File: src/rtl/poly_diff_pkg.sv
// Shared types and helpers for the forward-difference polynomial engine.
package poly_diff_pkg;

  typedef enum logic [1:0] {
    IDLE,
    SAMPLE,
    DIFF,
    RUN
  } state_t;

  localparam int DEG_MAX = 6;

  // Cycles from the accept edge to the first RUN cycle (Horner sampling plus table build).
  function automatic int first_result_latency(input int deg);
    return deg * (deg + 2);
  endfunction

endpackage

File: src/rtl/poly_horner_unit.sv
// Horner evaluator: one multiply-by-small-j and one add per cycle, DEG cycles per point.
module poly_horner_unit
  import poly_diff_pkg::*;
#(
  parameter int DEG = 3,
  parameter int CW  = 8,
  parameter int YW  = 40,
  parameter int JW  = 2
) (
  input  logic                  clk,
  input  logic                  rst,
  input  logic                  en,
  input  logic [JW-1:0]         j,
  input  logic [(DEG+1)*CW-1:0] coef,
  output logic                  done,
  output logic [YW-1:0]         result
);

  logic [JW-1:0] k;
  logic [YW-1:0] acc;
  logic [YW-1:0] base;
  logic [YW-1:0] product;
  logic [CW-1:0] c_k;
  logic [CW-1:0] c_top;

  // The first step of each point seeds from c[DEG] directly, so no separate load cycle is needed.
  always_comb begin
    c_k     = coef[int'(k)*CW +: CW];
    c_top   = coef[DEG*CW +: CW];
    base    = (k == JW'(DEG - 1)) ? {{(YW-CW){c_top[CW-1]}}, c_top} : acc;
    product = base * YW'(j);
    result  = product + {{(YW-CW){c_k[CW-1]}}, c_k};
    done    = en && (k == '0);
  end

  always_ff @(posedge clk or posedge rst) begin
    if (rst) begin
      k   <= JW'(DEG - 1);
      acc <= '0;
    end else if (en) begin
      acc <= result;
      if (k == '0) begin
        k <= JW'(DEG - 1);
      end else begin
        k <= k - JW'(1);
      end
    end
  end

endmodule

File: src/rtl/poly_diff_engine.sv
// Forward-difference polynomial evaluator: samples p(0..DEG) with Horner, differences
// the table in place, then steps p(i) with additions only.
module poly_diff_engine
  import poly_diff_pkg::*;
#(
  parameter int DEG = 3,
  parameter int CW  = 8,
  parameter int XW  = 8,
  parameter int YW  = 40
) (
  input  logic                  clk,
  input  logic                  rst,
  input  logic                  in_valid,
  output logic                  in_ready,
  input  logic [(DEG+1)*CW-1:0] coef,
  input  logic [XW-1:0]         x,
  input  logic                  mode,
  output logic                  out_valid,
  input  logic                  out_ready,
  output logic [YW-1:0]         y,
  output logic [XW-1:0]         out_idx,
  output logic                  out_last
);

  localparam int JW = $clog2(DEG + 1);

  state_t state;
  state_t state_next;

  logic [(DEG+1)*CW-1:0] coef_r;
  logic [XW-1:0]         x_r;
  logic                  mode_r;
  logic [XW-1:0]         cnt;
  logic [JW-1:0]         j_cnt;
  logic [JW-1:0]         lvl;
  logic [YW-1:0]         d [0:DEG];

  logic                  h_en;
  logic                  h_done;
  logic [YW-1:0]         h_result;

  logic                  accept;
  logic                  advance;
  logic                  finish;

  poly_horner_unit #(
    .DEG (DEG),
    .CW  (CW),
    .YW  (YW),
    .JW  (JW)
  ) u_horner (
    .clk    (clk),
    .rst    (rst),
    .en     (h_en),
    .j      (j_cnt),
    .coef   (coef_r),
    .done   (h_done),
    .result (h_result)
  );

  always_comb begin
    h_en    = (state == SAMPLE);
    accept  = (state == IDLE) && in_valid;
    advance = (state == RUN) && (!out_valid || out_ready) && !out_last;
    finish  = out_valid && out_ready && out_last;
  end

  always_ff @(posedge clk or posedge rst) begin
    if (rst) begin
      state <= IDLE;
    end else begin
      state <= state_next;
    end
  end

  always_comb begin
    state_next = state;
    case (state)
      IDLE:    if (accept) state_next = SAMPLE;
      SAMPLE:  if (h_done && (j_cnt == JW'(DEG))) state_next = DIFF;
      DIFF:    if (lvl == JW'(DEG)) state_next = RUN;
      RUN:     if (finish) state_next = IDLE;
      default: state_next = IDLE;
    endcase
  end

  always_comb begin
    in_ready  = (state == IDLE);
    out_last  = (state == RUN) && (cnt == x_r);
    out_valid = (state == RUN) && (mode_r || out_last);
    y         = d[0];
    out_idx   = cnt;
  end

  // Stalls need no explicit hold: the table only moves on advance, which backpressure blocks.
  always_ff @(posedge clk or posedge rst) begin
    if (rst) begin
      coef_r <= '0;
      x_r    <= '0;
      mode_r <= 1'b0;
      cnt    <= '0;
      j_cnt  <= '0;
      lvl    <= '0;
      for (int m = 0; m <= DEG; m++) begin
        d[m] <= '0;
      end
    end else begin
      case (state)
        IDLE: begin
          if (accept) begin
            coef_r <= coef;
            x_r    <= x;
            mode_r <= mode;
            cnt    <= '0;
            j_cnt  <= '0;
            lvl    <= JW'(1);
          end
        end
        SAMPLE: begin
          if (h_done) begin
            for (int m = 0; m <= DEG; m++) begin
              if (j_cnt == JW'(m)) begin
                d[m] <= h_result;
              end
            end
            j_cnt <= j_cnt + JW'(1);
          end
        end
        DIFF: begin
          for (int m = 1; m <= DEG; m++) begin
            if (JW'(m) >= lvl) begin
              d[m] <= d[m] - d[m-1];
            end
          end
          lvl <= lvl + JW'(1);
        end
        RUN: begin
          if (advance) begin
            for (int k = 0; k < DEG; k++) begin
              d[k] <= d[k] + d[k+1];
            end
            cnt <= cnt + XW'(1);
          end
        end
        default: begin
        end
      endcase
    end
  end

endmodule

File: config.mk
export PLATFORM = sky130hd
export DESIGN_NAME = poly_diff_engine
export DESIGN_NICKNAME = d
export VERILOG_FILES = /design/src/rtl/poly_diff_pkg.sv /design/src/rtl/poly_horner_unit.sv /design/src/rtl/poly_diff_engine.sv
export SDC_FILE = /design/constraint.sdc
export NUM_CORES = 1
export LEC_CHECK = 0
export CORE_MARGIN = 2
export CORE_UTILIZATION = 55
export DETAILED_ROUTE_END_ITERATION = 16
export PLACE_DENSITY = 0.73
export SYNTH_ARGS = -nofsm -noshare
export SYNTH_HDL_FRONTEND = slang
export SYNTH_SLANG_ARGS = --single-unit
File: constraint.sdc
create_clock -name clk -period 17 [get_ports clk]
set_clock_uncertainty 0.1 [all_clocks]
set_input_delay 1.7 -clock clk [delete_from_list [all_inputs] [get_ports clk]]
set_output_delay 1.7 -clock clk [all_outputs]
set_load 0.02 [all_outputs]
After elaboration in Yosys (flattened, before gate mapping)
Index checks and enable logic that the tools add are counted.
- input bits: 45
- bits in registers: 257
- output and inout port bits: 51
- magnitude comparators: 3
- shift operators: 1
- $mul: 1
- eq/ne operators: 22
- mux-type cells: 26
- $add $sub $neg: 11
- reductions and logical operators: 31
- operators by type and width (kind ; count):
    40-bit 2-to-1 mux ; 8
    80-bit one-hot mux with 3 select lines ; 1
    40-bit adder ; 4
    160-bit 2-to-1 mux ; 1
    40-bit one-hot mux with 2 select lines ; 2
    120-bit 2-to-1 mux ; 1
    40-bit subtractor ; 3
    40-bit by 2-bit multiplier with 40-bit output ; 1
    32-bit by 6-bit indexed part select with 8-bit output ; 1
    2-bit inequality test, second input constant ; 12
    8-bit 2-to-1 mux ; 2
    8-bit one-hot mux with 2 select lines ; 1
    2-bit 2-to-1 mux ; 7
    2-bit equality test, second input constant ; 6
    4-bit AND reduction ; 3
    5-bit AND reduction ; 2
    2-bit nonzero test ; 5
    1-bit logical AND ; 9
    8-bit by 1-bit adder with 8-bit output, second input constant ; 1
    8-bit equality test ; 1
    2-bit one-hot mux with 2 select lines ; 2
    2-bit one-hot mux with 4 select lines ; 1
    2-bit logical NOT ; 3
    3-bit AND reduction ; 2
    10 further kinds ; 16

Longest topological paths before layout
Gate-level depths: netlist (run 1).
- depth after elaboration: 10
- mapped depth: 25
- gate-level depth less buffers: 24

Hierarchy
From an unflattened synthesis (run 1), not the netlist that was laid out.
- cell total of the unflattened synthesis: 3141
- area total of the unflattened synthesis: 25670.9 µm²
- by module, submodules not included (module ; area an instance (µm²) ; cells each ; instances ; sequential area each (µm²)):
    poly_diff_engine ; 20030.5 ; 2482 ; 1 ; 5380.2
    poly_horner_unit ; 5640.4 ; 659 ; 1 ; 1052.3

Worst setup path before layout (run 1)
No wires, ideal clock.
- path kind: register to register
- start point: reg u_horner.k[0]
- end point: reg u_horner.acc[38]
- cell stages (with the launch flop): 18
- period minus slack after synthesis: 5.767 ns
- arrival: 5.543 ns
- setup slack: 11.233 ns
- path buffers: 2
- library setup time: 0.125 ns
- cells stage by stage: dfrtp_1 -> clkbuf_1 -> mux4_2 -> inv_1 -> fa_1 -> inv_1 -> ha_1 -> clkbuf_1 -> a21o_1 -> o41ai_1 -> nand4_1 -> a311oi_1 -> o311a_1 -> o21bai_1 -> a31o_2 -> a221oi_1 -> xnor2_1 -> mux2_2
- cells in the longest elaborated chain, start to end: 4
- elaborated cells on any way between the ends: 5
- RTL lines (element ; line ; RTL):
    from (decl) ; poly_horner_unit.sv:19 ; logic [JW-1:0] k;
    from (signal assigned) ; poly_horner_unit.sv:38 ; k <= JW'(DEG - 1);
    from (signal assigned) ; poly_horner_unit.sv:43 ; k <= JW'(DEG - 1);
    from (signal assigned) ; poly_horner_unit.sv:45 ; k <= k - JW'(1);
    2-bit equality test ; poly_horner_unit.sv:30 ; base = (k == JW'(DEG - 1)) ? {{(YW-CW){c_top[CW-1]}}, c_top} : acc;
    40-bit 2-to-1 mux ; poly_horner_unit.sv:30 ;
    40-bit by 2-bit multiplier with 40-bit output ; poly_horner_unit.sv:31 ; product = base * YW'(j);
    40-bit adder * ; poly_horner_unit.sv:32 ; result = product + {{(YW-CW){c_k[CW-1]}}, c_k};
    to (signal assigned) ; poly_horner_unit.sv:41 ; acc <= result;
    to (decl) ; poly_horner_unit.sv:20 ; logic [YW-1:0] acc;
Mark *: on every way between the ends. The rest lies on a longest branch, timed or not.
A chain may end at the register's enable or synchronous reset.

Worst setup path after layout (run 1)
- start point: reg u_horner.k[0]
- end point: reg d[75] (netlist bit)
- cells in the longest elaborated chain, start to end: 7
- elaborated cells on any way between the ends: 12
- RTL lines (element ; line ; RTL):
    2-bit equality test ; poly_horner_unit.sv:30 ;
    40-bit 2-to-1 mux ; poly_horner_unit.sv:30 ;
    40-bit by 2-bit multiplier with 40-bit output ; poly_horner_unit.sv:31 ;
    40-bit adder ; poly_horner_unit.sv:32 ;
    40-bit 2-to-1 mux ; poly_diff_engine.sv:122 ; if (j_cnt == JW'(m)) begin
    160-bit 2-to-1 mux ; poly_diff_engine.sv:120 ; if (h_done) begin
    80-bit one-hot mux with 3 select lines ; poly_diff_engine.sv:108 ; case (state)
    to (signal, indexed assignment) ; poly_diff_engine.sv:123 ; d[m] <= h_result;
    to (signal, indexed assignment) ; poly_diff_engine.sv:132 ; d[m] <= d[m] - d[m-1];
    to (signal, indexed assignment) ; poly_diff_engine.sv:140 ; d[k] <= d[k] + d[k+1];
    to (decl) ; poly_diff_engine.sv:36 ; logic [YW-1:0] d [0:DEG];
Parallel ways exist; a longest one is shown, timed or not. The select of a mux whose other input is x is not followed.

==> run metrics, run 1 <==
status completed; crit start category flip-flop; post-synthesis sequential area ratio 25.4%; end of the critical path d[75]; Tightest Pin Transition 1070 ps; vias in the first global route 22215; chip height 219 um; post-layout minimum cycle time 6490 ps; # setup viols final 0; Port Buffers 95; CP required 17380 ps; Worst-Skew Late Latency 550 ps; Filler Cell Count 4017; Initial Utilization 55.8%; TritonCTS Buffers 34; DR iter-0 viols 2590; Worst Path Arrival 6870 ps; Synth Warn # 0; DRT Pass-1 Iters 6; HPWL Detailed 56900 um; Yosys cell types 88; post-synthesis async set-or-reset flop share 100%; period utilisation layout 38.2%; R2R Path Start u_horner.k[0]; RSZ-0062 raised after global routing false; Ports 96; Syn Area/Cell 8.09 sq um; CORE AREA 45500 sq um; antenna violations before repair 0; CTS tree built; Clock Pin Slew Worst Setup and Hold Paths 60 ps; first-pass GRT wire length 120000 um; crit-path max FO 33; share of cells above drive strength 1 6.79%; clk sinks 257; crit path cell chain inv_1 -> ha_2 -> nand2b_1 -> and2_1 -> o21ai_0 -> fa_1 -> inv_1 -> ha_1 -> nand2_1 -> o21ai_0 -> nor3b_1 -> a221oi_1 -> o211ai_1 -> o21ai_1 -> a41oi_1 -> xnor2_1 -> nand2_1 -> o21ai_0 -> mux2_2; vias 23427; Mapped Area 25400 sq um; routed len/inst 20.2 um; GRT Residual Overflow 0; CP Launch Point u_horner.k[0]; layout overhead on the synthesized area 8.99%; die area 47900 sq um; post-layout net count 3416; Post-route DRC 0; CP most frequent cell o21ai_0; clk buf depth 3; Post-synth top cells nand2_1, a21oi_1, o21ai_0; setup TNS 0 ps; Fin. Hold Viols 0; Critical Path End Type flip-flop; standard-cell rows 78; vias per inst 6.27; synthesized flop and latch total 257; Critical R2R Capture d[75]; worst rel slew slack 28.4%; final slew viol count 0; syn nets 3442; hold buffers post-CTS 0; count leader, synth nand2_1; Final ANT Viol Nets 0; Root Driver clkbuf_16; Total Routing Usage GR 31.6%; crit path kind reg2reg; Post-CTS Setup Inserts 0; Sequential Area 6430 sq um; synthesized instance count 3137; Fmax 0.154 GHz; CP peak stage delay 740 ps; Area contributors post-synth dfrtp_1, ha_1, a21oi_1, o21ai_0, nand2_1; Hold/Removal Path Class reg2reg; die span in x 219 um; Post-synth EDFFs 0; largest area contributor in the netlist dfrtp_1; H-Tree Level Count 2; slowest CP cell and2_1; largest net degree at the start of global routing 91; Maximum Capacitance Violations 0; r2r setup slk 10510 ps; final wirelength 75400 um; CTS resizes 0; footprint of the multi-input gates 17400 sq um; top_reg_cell synth dfrtp_1; routability cong. 0.947; R2R cell count 19; post-synth top area share 25.3%
[per-stage QoR]
stage	instance area, sq um	instances	worst slack [ps]	hold slack (ps)	util, %
after CTS	27600	3735	10600	408	60.8
after global placement	26500	3675	10790	384	58.2
after detailed placement	26500	3675	10580	393	58.2
after global routing	27600	3735	10000	422	60.8
after floorplan	25400	3137	8130	367	-
final	27600	3736	10510	406	60.8
[cell type report]
type / instances / area share, %
Tap cell: 600 / 2.72
Clock buffer: 42 / 3.37
Inverter: 196 / 2.69
Clock inverter: 18 / 0.919
Multi-Input combinational cell: 2504 / 63.0
Timing Repair Buffer: 118 / 4.06
Antenna cell: 1 / 0.00905
Sequential cell: 257 / 23.3
[worst max-delay path, delay by kind of cell, from the launching register on]
family                     cells  cell delay (ps)
AOI/OAI and AO/OA              7             2170
xor gates and xnor gates       1              700
adders and majority gates      3             1250
buffers and inverters          2              210
DFF                            1              670
muxes                          1              160
and+or+nand+nor                5             1160
[per-layer routing]
| layer | vias to the layer above | routed length (um) | global-route usage, % |
|---|---|---|---|
| met5 | - | 0 | 0 |
| met3 | 105 | 6930 | 5.34 |
| li1 | 11098 | - | - |
| met1 | 11208 | 35400 | 47.5 |
| met2 | 1016 | 31600 | 47.0 |
| met4 | 0 | 1510 | 7.82 |
[state kept, by name, summed over array words and instances (netlist names)]
name and count:
state 2, y 40, u_horner.k 2, coef_r 32, lvl 2, x_r 8
j_cnt 2, d 120, mode_r 1, u_horner.acc 40, out_idx 8
[placed cells by master, fill, tap and decap left out, drive strengths merged, types with 23 or more instances in the layout]
master         instances
o21ai                352
nand2                334
a21oi                297
dfrtp                256
ha                   217
inv                  198
nor2                 197
xnor2                141
xor2                 111
clkdlybuf4s50         95
a21o                  93
mux2                  83
nand3                 54
a211oi                50
fa                    43
nor3                  43
clkbuf                42
nand2b                39
mux2i                 34
o21a                  29
a31oi                 28
o21bai                26
o211ai                25
and2                  24
nor2b                 23
buf                   23
[logic make-up (layout without fill, tap and decap cells)]
| logic type | count (synthesis) | count (layout) | share of synthesized area (%) |
|---|---|---|---|
| AO/OA/AOI/OAI | 1034 | 1034 | 24.5 |
| AND/OR/NAND/NOR | 833 | 833 | 15.4 |
| buffers and inverters | 376 | 374 | 6.17 |
| adder cells (fa/ha/maj) | 260 | 260 | 14.1 |
| flip-flops | 257 | 257 | 25.4 |
| XOR/XNOR | 252 | 252 | 8.73 |
| multiplexers | 125 | 125 | 5.74 |
| other | 0 | 1 | 0 |
[worst min path at each step]
stage | from | endpoint | depth (start not counted)
after CTS | coef_r[4] | coef_r[4] | 1
after global routing | coef_r[4] | coef_r[4] | 1
after floorplan | d[10] | d[10] | 2
after detailed placement | u_horner.acc[5] | u_horner.acc[5] | 1
final | coef_r[4] | coef_r[4] | 1
after global placement | coef_r[5] | coef_r[5] | 1
Power of run 1 is not shown: default switching activity piles up to over one toggle a cycle in this logic, so the estimate is an artifact.
==> run 2: changes to the inputs <==
- clock period: 17 -> 6.61 ns (I/O delays scaled with it)
==> run 2 against run 1 <==
Against the previous run:
- first-iteration DRC count increased by 2.4%
- critical path depth is the same
- worst setup slack lost 10000 ps
- highest routed layer unchanged
- core utilization up 0.055 points
- sequential share of layout area barely moved
- final area hardly changed
- via count is 0.32% higher
- non-clock buffer count is 6 higher
==> run metrics, run 2 (synthesis results as in run 1) <==
CP required 6960 ps (-10420 ps); clk buf depth 3 (unchanged); r2r setup slk 520 ps (-10000 ps); setup TNS 0 ps (unchanged); crit path kind reg2reg; chip height 219 um (unchanged); crit-path max FO 32 (-3.0%); vias 23502 (+0.32%); Clock Pin Slew Worst Setup and Hold Paths 60 ps (about the same); vias in the first global route 22007 (-0.94%); final slew viol count 0 (unchanged); R2R cell count 19 (unchanged); die area 47900 sq um (unchanged); CTS resizes 0 (unchanged); Post-route DRC 0 (unchanged); TritonCTS Buffers 34 (unchanged); Final ANT Viol Nets 0 (unchanged); Tightest Pin Transition 1090 ps (+27.8 ps); Maximum Capacitance Violations 0 (unchanged); first-pass GRT wire length 116000 um (-3.3%); crit start category flip-flop; # setup viols final 0 (unchanged); H-Tree Level Count 2 (unchanged); hold buffers post-CTS 0 (unchanged); CORE AREA 45500 sq um (unchanged); DR iter-0 viols 2653 (+2.4%); period utilisation layout 92.2% (+54 points); Biggest register d; RSZ-0062 raised after global routing false; worst rel slew slack 27.0% (-1.3 points); Fmax 0.164 GHz (+6.4%); commonest non-fill, non-tap cells in the layout nand2_1, a21oi_1, o21ai_0; most common cell after layout, fill and taps aside nand2_1; Filler Cell Count 3982 (-0.87%); share of cells above drive strength 1 6.79% (-0.0087 points); Total Routing Usage GR 30.4% (-1.2 points); routed len/inst 19.5 um (-3.2%); R2R Path Start u_horner.k[0]; number of diodes 0 (-1); Fin. Hold Viols 0 (unchanged); post-layout net count 3422 (+0.18%); post-layout minimum cycle time 6090 ps (-392 ps); Initial Utilization 55.8% (unchanged); Port Buffers 95 (unchanged); Hold/Removal Path Class reg2reg; GRT Residual Overflow 0 (unchanged); vias per inst 6.29 (+0.24%); end of the critical path d[38]; CP Launch Point u_horner.k[0]; final wirelength 73000 um (-3.1%); Ports 96 (unchanged); HPWL Detailed 54700 um (-3.9%); clk sinks 257 (unchanged); standard-cell rows 78 (unchanged); Worst-Skew Late Latency 550 ps (about the same); layout overhead on the synthesized area 9.09% (about the same); status completed; Worst Path Arrival 6450 ps (-420 ps); Post-CTS Setup Inserts 0 (unchanged); largest net degree at the start of global routing 172 (+89%); die span in x 219 um (unchanged); max FFs per register 120 (unchanged); Root Driver clkbuf_16; DRT Pass-1 Iters 8 (+2); routability cong. 0.987 (+4.2%); Critical R2R Capture d[38]; Critical Path End Type flip-flop; antenna violations before repair 1 (+1); CTS tree built
run 2: how the worst min path moves through the flow:
stage               start    endpoint  slack (ps)  cells past startpoint
3_5_place_dp   coef_r[20]  coef_r[20]         390                      1
2_1_floorplan       d[10]       d[10]         370                      2
3_3_place_gp    coef_r[3]   coef_r[3]         380                      1
6_report        coef_r[7]   coef_r[7]         400                      1
5_1_grt         coef_r[3]   coef_r[3]         420                      1
4_1_cts        coef_r[18]  coef_r[18]         410                      1
run 2: worst max-delay path, stage by stage, from the launching register on:
cell and delay (ps):
dfrtp_1 340, inv_1 70, ha_2 240, nand2b_1 100, and2_1 700, o21ai_0 300, fa_1 570, inv_1 40
ha_1 370, a21o_1 230, o41ai_1 520, nand4_1 240, a311oi_1 520, o311a_1 220, o21bai_1 140, a31o_2 310
a221oi_1 320, xnor2_1 330, a21oi_1 140, a21oi_1 200
run 2: final cells by class:
type | count | area, sq um | share of cell area [%]
clock buffer | 45 | 932 | 3.37
clock inverter | 13 | 216 | 0.782
inverter | 196 | 739 | 2.67
multi-input combinational | 2504 | 17400 | 62.9
sequential | 257 | 6430 | 23.2
tap | 600 | 751 | 2.71
timing repair buffer | 124 | 1190 | 4.31
run 2: metal layers:
metal	wire, um	track usage (%)	vias up
met2	31000	46.3	1032
met4	1620	8.00	0
met3	6360	4.58	116
li1	-	-	11105
met5	0	0	-
met1	34000	44.9	11249
run 2: stage by stage:
stage / util, % / hold slack [ps] / cells / setup slack, ps / cell area [sq um]
after floorplan: - / 367 / 3137 / 843 / 25400
after global placement: 58.3 / 384 / 3681 / 807 / 26500
after detailed placement: 58.3 / 391 / 3681 / 600 / 26500
after CTS: 60.8 / 407 / 3739 / 569 / 27700
after global routing: 60.8 / 422 / 3739 / 22.3 / 27700
final: 60.8 / 404 / 3739 / 515 / 27700
Power of run 2 is left out for the same reason.
